<file path="src/rtl/jtag_sequencer.sv">
// Command-driven JTAG sequencer: turns RESET / SHIFT_IR / SHIFT_DR / IDLE commands
// into registered TMS/TDI sequences and returns captured TDO bits as a response.
module jtag_sequencer #(
   parameter int RESET_CYCLES = 5
) (
   input  logic        clk_tck,
   input  logic        trst_n,
   input  logic        cmd_valid,
   output logic        cmd_ready,
   input  logic [1:0]  cmd_op,
   input  logic [4:0]  cmd_len,
   input  logic [31:0] cmd_data,
   output logic        tms,
   output logic        tdi,
   output logic        tap_enable,
   input  logic        tdo,
   output logic        rsp_valid,
   input  logic        rsp_ready,
   output logic [31:0] rsp_data,
   output logic        busy
);

   // Handshakes: a command transfers on a posedge with cmd_valid & cmd_ready, a response
   // on a posedge with rsp_valid & rsp_ready; valid holds its payload stable until then.

   localparam logic [1:0] OP_RESET    = 2'b00;
   localparam logic [1:0] OP_SHIFT_IR = 2'b01;
   localparam logic [1:0] OP_SHIFT_DR = 2'b10;
   localparam logic [1:0] OP_IDLE     = 2'b11;
   localparam logic [4:0] RST_LAST    = 5'(RESET_CYCLES);

   typedef enum logic [2:0] {
      S_IDLE, S_RST, S_PRE, S_SHIFT, S_POST, S_RUN, S_RSP
   } state_t;

   state_t      state, state_d;
   logic [4:0]  cnt, cnt_d;
   logic [1:0]  op_q, op_d;
   logic [4:0]  len_q, len_d;
   logic [31:0] data_q, data_d;
   logic        synced, synced_d;
   logic [31:0] rsp_d;
   logic        tms_d, tdi_d;
   logic        accept;

   assign accept = cmd_valid & cmd_ready;

   always_comb begin
      state_d  = state;
      cnt_d    = cnt;
      op_d     = op_q;
      len_d    = len_q;
      data_d   = data_q;
      synced_d = synced;
      rsp_d    = rsp_data;
      tms_d    = 1'b0;
      tdi_d    = 1'b0;

      case (state)
         S_IDLE: begin
            if (accept) begin
               op_d   = cmd_op;
               len_d  = cmd_len;
               data_d = cmd_data;
               rsp_d  = '0;
               cnt_d  = '0;
               if (cmd_op == OP_RESET || !synced) state_d = S_RST;
               else if (cmd_op == OP_IDLE)        state_d = S_RUN;
               else                               state_d = S_PRE;
            end
         end
         S_RST: begin
            if (cnt == RST_LAST) begin
               synced_d = 1'b1;
               cnt_d    = '0;
               if (op_q == OP_RESET)     state_d = S_RSP;
               else if (op_q == OP_IDLE) state_d = S_RUN;
               else                      state_d = S_PRE;
            end else begin
               cnt_d = cnt + 5'd1;
            end
         end
         S_PRE: begin
            if (cnt == ((op_q == OP_SHIFT_IR) ? 5'd3 : 5'd2)) begin
               cnt_d   = '0;
               state_d = S_SHIFT;
            end else begin
               cnt_d = cnt + 5'd1;
            end
         end
         S_SHIFT: begin
            rsp_d[cnt] = tdo;
            if (cnt == len_q) begin
               cnt_d   = '0;
               state_d = S_POST;
            end else begin
               cnt_d = cnt + 5'd1;
            end
         end
         S_POST: begin
            if (cnt == 5'd1) state_d = S_RSP;
            else             cnt_d   = cnt + 5'd1;
         end
         S_RUN: begin
            if (cnt == len_q) state_d = S_RSP;
            else              cnt_d   = cnt + 5'd1;
         end
         S_RSP: begin
            if (rsp_ready) state_d = S_IDLE;
         end
         default: state_d = S_IDLE;
      endcase

      // Pin values belong to the cycle being entered, so they register alongside the state.
      case (state_d)
         S_RST:   tms_d = (cnt_d < RST_LAST);
         S_PRE:   tms_d = (cnt_d == 5'd0) || (op_d == OP_SHIFT_IR && cnt_d == 5'd1);
         S_SHIFT: begin
            tms_d = (cnt_d == len_d);
            tdi_d = data_d[cnt_d];
         end
         S_POST:  tms_d = (cnt_d == 5'd0);
         default: tms_d = 1'b0;
      endcase
   end

   always_ff @(posedge clk_tck or negedge trst_n) begin
      if (!trst_n) begin
         state      <= S_IDLE;
         cnt        <= '0;
         op_q       <= OP_RESET;
         len_q      <= '0;
         data_q     <= '0;
         synced     <= 1'b0;
         tms        <= 1'b0;
         tdi        <= 1'b0;
         tap_enable <= 1'b0;
         cmd_ready  <= 1'b0;
         rsp_valid  <= 1'b0;
         rsp_data   <= '0;
         busy       <= 1'b0;
      end else begin
         state      <= state_d;
         cnt        <= cnt_d;
         op_q       <= op_d;
         len_q      <= len_d;
         data_q     <= data_d;
         synced     <= synced_d;
         tms        <= tms_d;
         tdi        <= tdi_d;
         tap_enable <= 1'b1;
         cmd_ready  <= (state_d == S_IDLE);
         rsp_valid  <= (state_d == S_RSP);
         rsp_data   <= rsp_d;
         busy       <= (state_d != S_IDLE);
      end
   end

endmodule
</file>
<file path="config.mk">
export PLATFORM = sky130hd
export DESIGN_NAME = jtag_sequencer
export DESIGN_NICKNAME = d
export VERILOG_FILES = /design/src/rtl/jtag_sequencer.sv
export SDC_FILE = /design/constraint.sdc
export NUM_CORES = 1
export LEC_CHECK = 0
export ABC_CLOCK_PERIOD_IN_PS = 9000
export BUFFER_PORTS_ARGS = -buffer_cell sky130_fd_sc_hd__buf_2
export CAP_MARGIN = 20
export CORE_MARGIN = 10
export CORE_UTILIZATION = 60
export DETAILED_ROUTE_END_ITERATION = 8
export PLACE_DENSITY = 0.83
export SYNTH_ARGS = -nofsm -noshare
export SYNTH_HDL_FRONTEND = slang
export SYNTH_SLANG_ARGS = --single-unit
</file>
<file path="constraint.sdc">
create_clock -name clk_tck -period 9 [get_ports clk_tck]
set_input_delay 0 -clock clk_tck [delete_from_list [all_inputs] [get_ports clk_tck]]
set_output_delay 0 -clock clk_tck [all_outputs]
set_load 0.02 [all_outputs]
</file>
==> qor.yml <==
outcome:
  status: "finished, final reports clean"
drt:
  route.detailed.drc: 0
  ant_nets: 0
  drt-total-wl_um: 12300
  dr.pass1.iters: 5
  drtIter0Drc: 364
  vias_per_cell: 5.95
  vias: 3940
  wl_per_cell_um: 18.6
clock_tree:
  cts_tree: "done"
  cts_htree_levels: 3
  ctsResizeCount: 0
  cts_buffer_depth: 2
  cts_sinks: 86
  cts_inserted_buffers: 9
  clk_pin_slew_worst_paths_ns: 0.09
  root_buffer: "clkbuf_8"
  clock_latency_ns: 0.37
yosys:
  async_flop_share_pct: 100
  syn_nets: 502
  syn_inst: 450
  synth_edf_count: 0
  netlist_area_um2: 4540
  synth-seq-cells: 86
  ys_warn_count: 0
  ys.flop_type: "dfrtp_1"
  synth-seq-area-share_pct: 47.4
  synth.avg_cell_area_um2: 10.1
  yosysUniqueCellTypes: 56
worst_setup_path:
  critPathSlowestCell: "or4b_4"
  worstPathMaxFanout: 12
  reg2reg_depth: 12
  cpPeakStageDelay_ns: 0.54
  arrival_ns: 4.06
  required_ns: 9.25
  cp_common_cell: "mux2i_1"
  start_kind: "flop"
  rr_endpoint: "tdi"
  crit_buf_inv: 2
  cp_top_family: "simple AND/OR/NAND/NOR gates"
  endpoint_kind: "flop"
  path_cells: "inv_1 > ha_1 > or4b_4 > a32o_1 > a31o_4 > o311ai_1 > and3_2 > inv_2 > mux2i_1 > mux2i_1 > o22a_1 > nor4b_2"
  r2r-start: "cnt[1]"
  r2r_slack_ns: 5.19
  critPathKind: "reg -> reg"
global_routing:
  antenna_found_initial: 1
  grt_max_degree: 87
  grt_usage_pct: 21.9
  grt_pass1_vias: 4123
  grt.overflow.total: 0
  grt_pass1_wl_um: 20400
timing:
  fmax_ghz: 0.262
  fin_crit_ns: 3.81
  rsz0062_at_grt: "no"
  slew_headroom_pct: 30.4
  worst_slew_pin_slew_ns: 1.04
  final_max_slew_viol_count: 0
  fin_setup_tns_ns: 0
  fin_skew_ns: 0.0139
  final-setup-viol-count: 0
  finalHoldViolations: 0
  period_share_pct: 42.3
run:
  max-cap-violations: 0
pwr:
  total_power_mw: 1.92
  vdd_ir_drop_max_mv: 0.230
  powerDensity_nw_per_um2: 341
  leakage_nw: 2.70
placement:
  io_buffer_count: 81
  place_congestion: 0.906
  post-dp-hpwl_um: 7770
worst_hold_path:
  min_path_type: "in -> async"
floorplan:
  die_w_um: 107
  core_area_um2: 7290
  die_area_um2: 11400
  row_count: 31
  start_util_pct: 62.2
  die_h_um: 107
  pin_count: 82
cells_and_area:
  nNetsFinal: 609
  drive_gt1_share_pct: 26.7
  area_growth_pct: 23.7
==> worst max path at each step <==
stage           start  endpoint  slack, ns  cells past startpoint
4_1_cts        cnt[1]       tdi       5.25                     12
5_1_grt        cnt[1]       tdi       4.89                     12
6_report       cnt[1]       tdi       5.19                     12
2_1_floorplan  cnt[2]       tdi       6.01                     15
3_5_place_dp   cnt[1]       tdi       5.30                     12
3_3_place_gp   cnt[0]       tdi       5.39                     11
==> kinds of logic after synthesis <==
logic type               share of synthesized area [%]
XOR/XNOR                                          2.51
AND/OR/NAND/NOR                                   12.5
AO/OA/AOI/OAI                                     17.5
flip-flops                                        47.4
adder cells (fa/ha/maj)                           2.21
multiplexers                                      13.7
buffers and inverters                             4.08
other                                           0.0827
==> state kept, by name (all words and copies together), names as in the netlist <==
register / flops
state: 3
data_q: 32
rsp_valid: 1
op_q: 2
cnt: 5
synced: 1
tap_enable: 1
tdi: 1
cmd_ready: 1
busy: 1
rsp_data: 32
len_q: 5
tms: 1
==> synth_stat cells (all sizes together) (3+ instances only) <==
cell type / instances / area, µm²
a21oi: 33 / 165
a31oi: 5 / 31.3
and2: 4 / 25.0
and3: 4 / 26.3
buf: 9 / 65.1
clkbuf: 20 / 75.1
dfrtp: 86 / 2150
ha: 8 / 100
inv: 11 / 41.3
mux2: 39 / 439
mux2i: 18 / 180
nand2: 30 / 113
nand2b: 5 / 31.3
nand3: 11 / 55.1
nand4: 3 / 18.8
nor2: 19 / 71.3
nor2b: 8 / 50.1
nor3: 6 / 30.0
o211ai: 6 / 45.0
o21ai: 73 / 377
or2: 3 / 18.8
or3: 5 / 31.3
xnor2: 11 / 96.3
==> routing by layer <==
layer | track usage, % | vias up | part of all wire [%]
met2 | 37.4 | 187 | 51
met4 | 9.96 | 0 | 3.3
met5 | 0 | - | 0
met1 | 25.3 | 1892 | 39
met3 | 5.51 | 32 | 7.3
li1 | - | 1829 | -
==> cells in the final DEF (no fill, tap or decap), types with 6 or more instances in the layout <==
master	instances
nor2b_1	8
nor3_1	6
clkbuf_8	10
ha_1	8
buf_2	80
dlygate4sd3_1	41
xnor2_1	11
o211ai_1	6
nand3_1	11
a21oi_1	33
nor2_1	19
mux2i_1	18
mux2_2	39
o21ai_0	72
inv_1	9
nand2_1	30
dfrtp_1	86
==> final cells by class <==
| type | instances | area, µm² |
|---|---|---|
| clock buffers | 11 | 141 |
| flip-flops and latches | 86 | 2150 |
| clock inverters | 5 | 81.3 |
| fillers | 483 | 1680 |
| diodes | 1 | 2.50 |
| well taps | 99 | 124 |
| multi-input cells | 323 | 2200 |
| inverters | 12 | 45.0 |
| repair buffers | 125 | 861 |
==> what timing repair did <==
item / 4_1_cts / 5_1_grt
setup buffers: 0 / 0
hold buffers: 41 / 0
hold endpoints to repair: 127 / 0
endpoints found under the setup margin: 0 / 0
==> power by group <==
part / switching, mW / leakage, nW / internal [mW]
Clock: 0.146 / 0.110 / 0.165
Combinational: 0.583 / 1.43 / 0.405
Sequential: 0.107 / 1.16 / 0.511
==> through the flow <==
step	worst slack [ns]	instances	util, %	hold WS (ns)	cell area (µm²)
2_1_floorplan	6.01	450	-	-0.296	4540
3_3_place_gp	5.39	603	67.9	0.243	4950
3_5_place_dp	5.30	603	67.9	0.253	4950
4_1_cts	5.25	660	76.5	0.194	5580
5_1_grt	4.89	662	77.0	0.0646	5610
6_report	5.19	662	77.0	0.0533	5610
Note: power is estimated with default switching activity, not from simulation.
